<file path="src/rtl/p5_mul_seq.sv">
// Sequential unsigned 16x16->16 shift-and-add multiplier that borrows the shared
// ALU for its additions; start/busy/done handshake toward the controller.
module p5_mul_seq #(
  parameter int WIDTH = 16
) (
  input  logic             clk,
  input  logic             reset,
  input  logic             start,
  input  logic [WIDTH-1:0] a_in,
  input  logic [WIDTH-1:0] b_in,
  output logic             busy,
  output logic             done,
  output logic [WIDTH-1:0] product,
  output logic             ovf,
  output logic             zero,
  output logic [WIDTH-1:0] alu_ain,
  output logic [WIDTH-1:0] alu_bin,
  output logic [1:0]       alu_op,
  input  logic [WIDTH-1:0] alu_out,
  input  logic             alu_n,
  input  logic             alu_v,
  input  logic             alu_z
);

  typedef enum logic [1:0] {
    S_IDLE = 2'd0,
    S_STEP = 2'd1,
    S_DONE = 2'd2
  } state_t;

  state_t           state_q;
  logic [WIDTH-1:0] acc_q;
  logic [WIDTH-1:0] mcand_q;
  logic [WIDTH-1:0] mplier_q;
  logic [4:0]       cnt_q;
  logic             ovf_q;
  logic             zero_q;
  logic             busy_q;
  logic             done_q;

  logic             carry_s;
  logic             ovf_d;
  logic             last_s;
  logic             unused_flags_s;

  // Signed ALU flags carry no meaning for unsigned products.
  assign unused_flags_s = alu_n ^ alu_v ^ alu_z;

  // Carry out of acc+mcand recovered from the sum MSB, plus bits lost off the top of mcand.
  always_comb begin
    carry_s = (acc_q[WIDTH-1] & mcand_q[WIDTH-1])
            | ((acc_q[WIDTH-1] | mcand_q[WIDTH-1]) & ~alu_out[WIDTH-1]);
    ovf_d   = ovf_q
            | (mplier_q[0] & carry_s)
            | (mcand_q[WIDTH-1] & (mplier_q[WIDTH-1:1] != {(WIDTH-1){1'b0}}));
    last_s  = (mplier_q[WIDTH-1:1] == {(WIDTH-1){1'b0}}) || (cnt_q == 5'd15);
  end

  // Control FSM and datapath registers, one multiplier bit per STEP cycle.
  always_ff @(posedge clk) begin
    if (reset) begin
      state_q  <= S_IDLE;
      acc_q    <= {WIDTH{1'b0}};
      mcand_q  <= {WIDTH{1'b0}};
      mplier_q <= {WIDTH{1'b0}};
      cnt_q    <= 5'd0;
      ovf_q    <= 1'b0;
      zero_q   <= 1'b0;
      busy_q   <= 1'b0;
      done_q   <= 1'b0;
    end else begin
      case (state_q)
        S_IDLE: begin
          done_q <= 1'b0;
          if (start) begin
            mcand_q  <= a_in;
            mplier_q <= b_in;
            acc_q    <= {WIDTH{1'b0}};
            cnt_q    <= 5'd0;
            ovf_q    <= 1'b0;
            busy_q   <= 1'b1;
            state_q  <= S_STEP;
          end else begin
            busy_q   <= 1'b0;
          end
        end
        S_STEP: begin
          if (mplier_q[0]) begin
            acc_q <= alu_out;
          end
          ovf_q    <= ovf_d;
          mcand_q  <= mcand_q << 1;
          mplier_q <= mplier_q >> 1;
          cnt_q    <= cnt_q + 5'd1;
          if (last_s) begin
            busy_q  <= 1'b0;
            done_q  <= 1'b1;
            state_q <= S_DONE;
          end else begin
            busy_q  <= 1'b1;
            done_q  <= 1'b0;
          end
        end
        S_DONE: begin
          zero_q  <= (acc_q == {WIDTH{1'b0}});
          busy_q  <= 1'b0;
          done_q  <= 1'b0;
          state_q <= S_IDLE;
        end
        default: begin
          busy_q  <= 1'b0;
          done_q  <= 1'b0;
          state_q <= S_IDLE;
        end
      endcase
    end
  end

  assign busy    = busy_q;
  assign done    = done_q;
  assign product = acc_q;
  assign ovf     = ovf_q;
  assign zero    = zero_q;
  assign alu_ain = acc_q;
  assign alu_bin = mcand_q;
  assign alu_op  = 2'b00;

endmodule

</file>
<file path="config.mk">
export PLATFORM = sky130hd
export DESIGN_NAME = p5_mul_seq
export DESIGN_NICKNAME = d
export VERILOG_FILES = /design/src/rtl/p5_mul_seq.sv
export SDC_FILE = /design/constraint.sdc
export NUM_CORES = 1
export LEC_CHECK = 0
export BUFFER_PORTS_ARGS = -buffer_cell sky130_fd_sc_hd__buf_2
export CAP_MARGIN = 5
export CORE_MARGIN = 3
export CORE_UTILIZATION = 47
export CTS_CLUSTER_DIAMETER = 150
export DETAILED_ROUTE_END_ITERATION = 7
export HOLD_SLACK_MARGIN = 0.12
export PLACE_DENSITY = 0.83
export SLEW_MARGIN = 25
export SYNTH_ARGS = -nofsm -noshare
export SYNTH_HDL_FRONTEND = slang
export SYNTH_SLANG_ARGS = --single-unit
</file>
<file path="constraint.sdc">
create_clock -name clk -period 1.45 [get_ports clk]
set_input_delay 0.145 -clock clk [delete_from_list [all_inputs] [get_ports clk]]
set_output_delay 0.145 -clock clk [all_outputs]
set_load 0.02 [all_outputs]
</file>
**Word level (Yosys, flattened, before mapping)**

Index checks and enable logic that the tools add are counted.

- Flip-flop bits (word level): 59
- Bits of input ports: 54
- Output and inout bits: 54

- Add/sub/neg operators: 1
- Equality and inequality tests: 6
- Muxes and demuxes: 18
- Bitwise logic cells: 10
- Reduce and logical (&&, ||, !) cells: 10

Operators by type and width:

| cell | number |
|---|---|
| $pmux W16 S2 | 3 |
| $mux W16 | 4 |
| $logic_not A16 Y1 | 1 |
| $logic_not A15 Y1 | 1 |
| $reduce_bool A15 Y1 | 1 |
| $pmux W5 S2 | 1 |
| $ne A2 B2 Y1 const B | 3 |
| $add A5 B1 Y5 const B | 1 |
| $eq A5 B4 Y1 const B | 1 |
| $mux W5 | 1 |
| $and A1 B1 Y1 | 4 |
| $mux W1 | 4 |
| $mux W2 | 2 |
| $or A1 B1 Y1 | 4 |
| $pmux W1 S2 | 2 |
| $pmux W2 S2 | 1 |
| $reduce_and A2 Y1 | 2 |
| $reduce_and A3 Y1 | 1 |
| $eq A2 B1 Y1 const B | 1 |
| $eq A2 B2 Y1 const B | 1 |
| $logic_not A2 Y1 | 1 |
| $not A1 Y1 | 2 |
| $reduce_bool A2 Y1 | 1 |
| $reduce_or A2 Y1 | 1 |
| $logic_or A1 B1 Y1 | 1 |

**Depth between registers and ports, before layout**

- Word-level depth: 7
- Depth in mapped cells: 6
- Mapped depth without buffers: 6

**Worst setup path after synthesis**

OpenSTA, ideal clock, no wires.

- Kind: register to register
- Start point: reg cnt_q[0]
- End point: reg busy_q (netlist: busy)
- Setup time: 0.065 ns
- Data arrival time: 1.266 ns
- Required time: 1.385 ns
- Setup slack: 0.119 ns
- Cell stages (with the launch flop): 7
- Path buffers: 0
- Period minus slack after synthesis: 1.331 ns
- Cell sequence: dfxtp_1 -> ha_1 -> and3_1 -> ha_1 -> a41oi_1 -> a21oi_1 -> nor2_1

- Word-level cells in the longest chain between the ends: 4

Ends and longest elaborated chain:

| element | RTL line | source |
|---|---|---|
| start, declared | 35 | `logic [4:0] cnt_q;` |
| start signal, assigned | 94 | `cnt_q <= cnt_q + 5'd1;` |
| $eq A5 B4 Y1 | 56 | `last_s = (mplier_q[WIDTH-1:1] == {(WIDTH-1){1'b0}}) \|\| (cnt_q == 5'd15);` |
| $logic_or A1 B1 Y1 | 56 |  |
| $mux W1 | 95 | `if (last_s) begin` |
| $pmux W1 S2 | 72 | `case (state_q)` |
| end signal, assigned | 69 | `busy_q <= 1'b0;` |
| end signal, assigned | 96 | `busy_q <= 1'b0;` |
| end signal, assigned | 100 | `busy_q <= 1'b1;` |
| end, declared | 38 | `logic busy_q;` |

Every way passes these cells.
A chain may end at the register's enable or synchronous reset.

**Worst setup path after layout**

- Start point: reg cnt_q[0]
- End point: reg state_q[0]

- Word-level cells in the longest chain between the ends: 4

Ends and longest elaborated chain:

| element | RTL line | source |
|---|---|---|
| $eq A5 B4 Y1 | 56 |  |
| $logic_or A1 B1 Y1 | 56 |  |
| $ne A2 B2 Y1 (no line) | n/a |  |
| $reduce_and A2 Y1 (no line) | n/a |  |
| end signal, assigned | 62 | `state_q <= S_IDLE;` |
| end signal, assigned | 82 | `state_q <= S_STEP;` |
| end signal, assigned | 98 | `state_q <= S_DONE;` |
| end, declared | 31 | `state_t state_q;` |

Every way passes these cells.

==> results.yml <==
placement:
  portBuffers: 102
  dp.cells: 456
  dp_hpwl_um: 4667
  pre_cts_slack_ns: 0.005380
  gp_congestion: 0.8181
route:
  wl_per_cell_um: 15.77
  drc: 0
  drt_iter0_drc: 250
  via_per_inst: 5.488
  first_pass_iters: 7
  num_vias: 2843
  wirelength_um: 8167
  ant_nets: 0
sta:
  setup_ws_ns: 0.008580
  hold_viol_final: 0
  finalCriticalPeriod_ns: 1.441
  setup_viol: 0
  rsz0062_at_grt: "true"
  fmax_ghz: 0.6938
  relSlewSlack_pct: 64.36
  finalCritPeriodShare_pct: 99.41
  timing.final.max_slew_violations: 0
  tightest_slew_ns: 0.5345
  skew_ns: 0.004742
global_route:
  grt_pass1_wl_um: 12630
  antenna_found_initial: 0
  grt_max_degree: 28
  grt_util_all_layers_pct: 25.95
  grt_pass1_vias: 2694
  overflow: 0
floorplan:
  std_cell_rows: 25
  ios: 108
  die_area_um2: 6250
  dieHeight_um: 79.06
  die_w_um: 79.06
  initial_core_util_pct: 50.76
  core_um2: 4942
clock_network:
  clock_path_buffers: 2
  htreeDepth: 3
  numClockSinks: 59
  cts_made_buffers: 9
  cts_tree: "yes"
  cts_root_buf: "clkbuf_8"
  insertion_delay_ns: 0.33
  clk_pin_slew_ns: 0.06
finish:
  n_antenna_cell: 0
  area_growth_pct: 48.53
  layoutNonFillerInstCount: 518
  drive_above_1_share_pct: 33.26
  final_nets: 502
power_and_ir_drop:
  ir_drop_mv: 0.6770
  powerDensity_nw_per_um2: 1106
  p_leak_nw: 1.750
  power_mw: 4.119
worst_setup_path:
  path_cells: "ha_1, and3_1, ha_1, a41oi_2, a21oi_2, nor2_1"
  reg2reg_depth: 6
  worstSetupStartpointType: "register"
  r2r_setup_slack_ns: 0.009
  cp_common_cell: "ha_1"
  cpMaxStageDelayCell: "dfxtp_2"
  cp_slowest_stage_delay_ns: 0.33
  cp.depth: 6
  cpLargestDelayFamily: "adder cells"
  worstSetupPathType: "reg2reg"
  end_kind: "register"
  cp_max_fo: 3
  path_buf_inv: 0
  critical_path_required_ns: 1.72
  crit_arrival_ns: 1.71
job:
  drv_cap: 0
run_status:
  status: "completed"
min_path:
  hold_depth: 3
  min_path_type: "in2reg"
logic_synthesis:
  avgSynthCellArea_um2: 8.092
  ys_seq_area_share_pct: 47.08
  ys_warn_count: 0
  syn-cell-area_um2: 2509
  ys_ff_latch: 59
  yosysUniqueCellTypes: 33
  postSynthCellCount: 310
-- state kept, by name, summed over array words and instances (netlist names) --
name      flops
alu_ain      16
alu_bin      16
mplier_q     16
cnt_q         5
state_q       2
busy          1
done          1
ovf           1
zero          1
-- worst reg2reg max path: stages, from the launching register on --
cell	delay, ns
dfxtp_2	0.33
ha_1	0.20
and3_1	0.18
ha_1	0.20
a41oi_2	0.29
a21oi_2	0.10
nor2_1	0.09
-- cell type report --
type,instances,area [um^2]
fill,357,1216
timing repair buffer,165,1104
clock buffer,15,186.4
tap,67,83.83
sequential,59,1182
clock inverter,1,5.005
inverter,2,7.507
multi-input combinational,209,1157
-- placed cells by master, fill, tap and decap left out, types with 3 or more instances in the layout --
master         Yosys  final
nor4_2             0      3
clkbuf_8           0     13
nand2_1           11     11
dfxtp_1           59     58
nor4_4             0      3
dlygate4sd3_1      0     45
a22oi_1           20     20
nand4_1            3      3
buf_2             12    102
a21oi_1           12     10
buf_4             21     16
nor4_1            33     27
nand3_1            3      3
nor2_1           101    100
-- cell usage after synthesis --
cell	instances	share of area, %
nor2_1	101	15
dfxtp_1	59	47
nor4_1	33	8.2
buf_4	21	6.3
a22oi_1	20	6.0
a21oi_1	12	2.4
buf_2	12	2.4
nand2_1	11	1.6
clkbuf_1	7	1.0
nand3_1	3	0.60
nand4_1	3	0.75
nor3_1	3	0.60
ha_1	2	1.0
inv_1	2	0.30
nand2b_1	2	0.50
o21ai_0	2	0.40
a211oi_1	1	0.30
a311oi_1	1	0.35
a31oi_1	1	0.25
a41oi_1	1	0.35
and3_1	1	0.25
and3b_1	1	0.35
buf_6	1	0.45
conb_1	1	0.15
mux2_1	1	0.45
nor2_4	1	0.45
nor2b_1	1	0.25
nor3b_1	1	0.30
nor3b_2	1	0.50
o21ba_2	1	0.40
o21bai_1	1	0.30
or3_1	1	0.25
or3b_1	1	0.35
-- report_power, final --
| group | total (mW) | internal, mW | switching (mW) | leakage, nW |
|---|---|---|---|---|
| registers | 1.85 | 1.74 | 0.115 | 0.485 |
| logic | 0.844 | 0.378 | 0.466 | 1.17 |
| clock network | 1.42 | 0.807 | 0.617 | 0.0997 |
| total | 4.12 | 2.92 | 1.20 | 1.75 |
-- final timing paths --
path | start | end
setup / recovery | cnt_q[0]$_SDFFE_PP0P_ | state_q[0]$_SDFFE_PP0P_
setup reg to reg | cnt_q[0]$_SDFFE_PP0P_ | state_q[0]$_SDFFE_PP0P_
hold reg to reg | zero$_SDFFE_PP0N_ | zero$_SDFFE_PP0N_
hold / removal | a_in[12] | alu_bin[12]$_SDFFE_PP0P_
-- stage by stage --
step	utilization (%)	TNS (ns)	hold slack, ns	cell area [um^2]
floorplan	-	0	0.2810	2512
global placement	60.28	0	0.3949	2979
detailed placement	60.28	0	0.4024	2979
CTS	73.67	0	0.1226	3641
global route	75.39	-0.05013	0.1627	3726
finish	75.39	0	0.1295	3726
-- cell families (layout without fill, tap and decap cells) --
group | after synthesis | in the layout | share of synthesized area, %
buffers and inverters | 43 | 183 | 10.47
muxes | 1 | 1 | 0.4488
DFF | 59 | 59 | 47.08
other | 1 | 2 | 0.1495
adders and majority gates | 2 | 2 | 0.9973
AOI/OAI and AO/OA | 40 | 40 | 10.72
and+or+nand+nor | 164 | 164 | 30.12
-- metal layers --
metal	track usage [%]	routed length, um	vias up
met1	30.75	3145	1346
met3	5.102	501	38
met5	0	0	-
met2	44.28	4208	136
met4	13.40	311	0
li1	-	-	1323
-- timing repair --
| item | 4_1_cts | 5_1_grt |
|---|---|---|
| buffers inserted | 0 | 1 |
| hold buffers | 45 | 0 |
| resized for setup | 3 | 15 |
| endpoints found under the setup margin | 2 | 21 |
| pin swaps | 0 | 2 |
| endpoints found under the hold margin | 45 | 0 |
(Power assumes the default switching activity.)
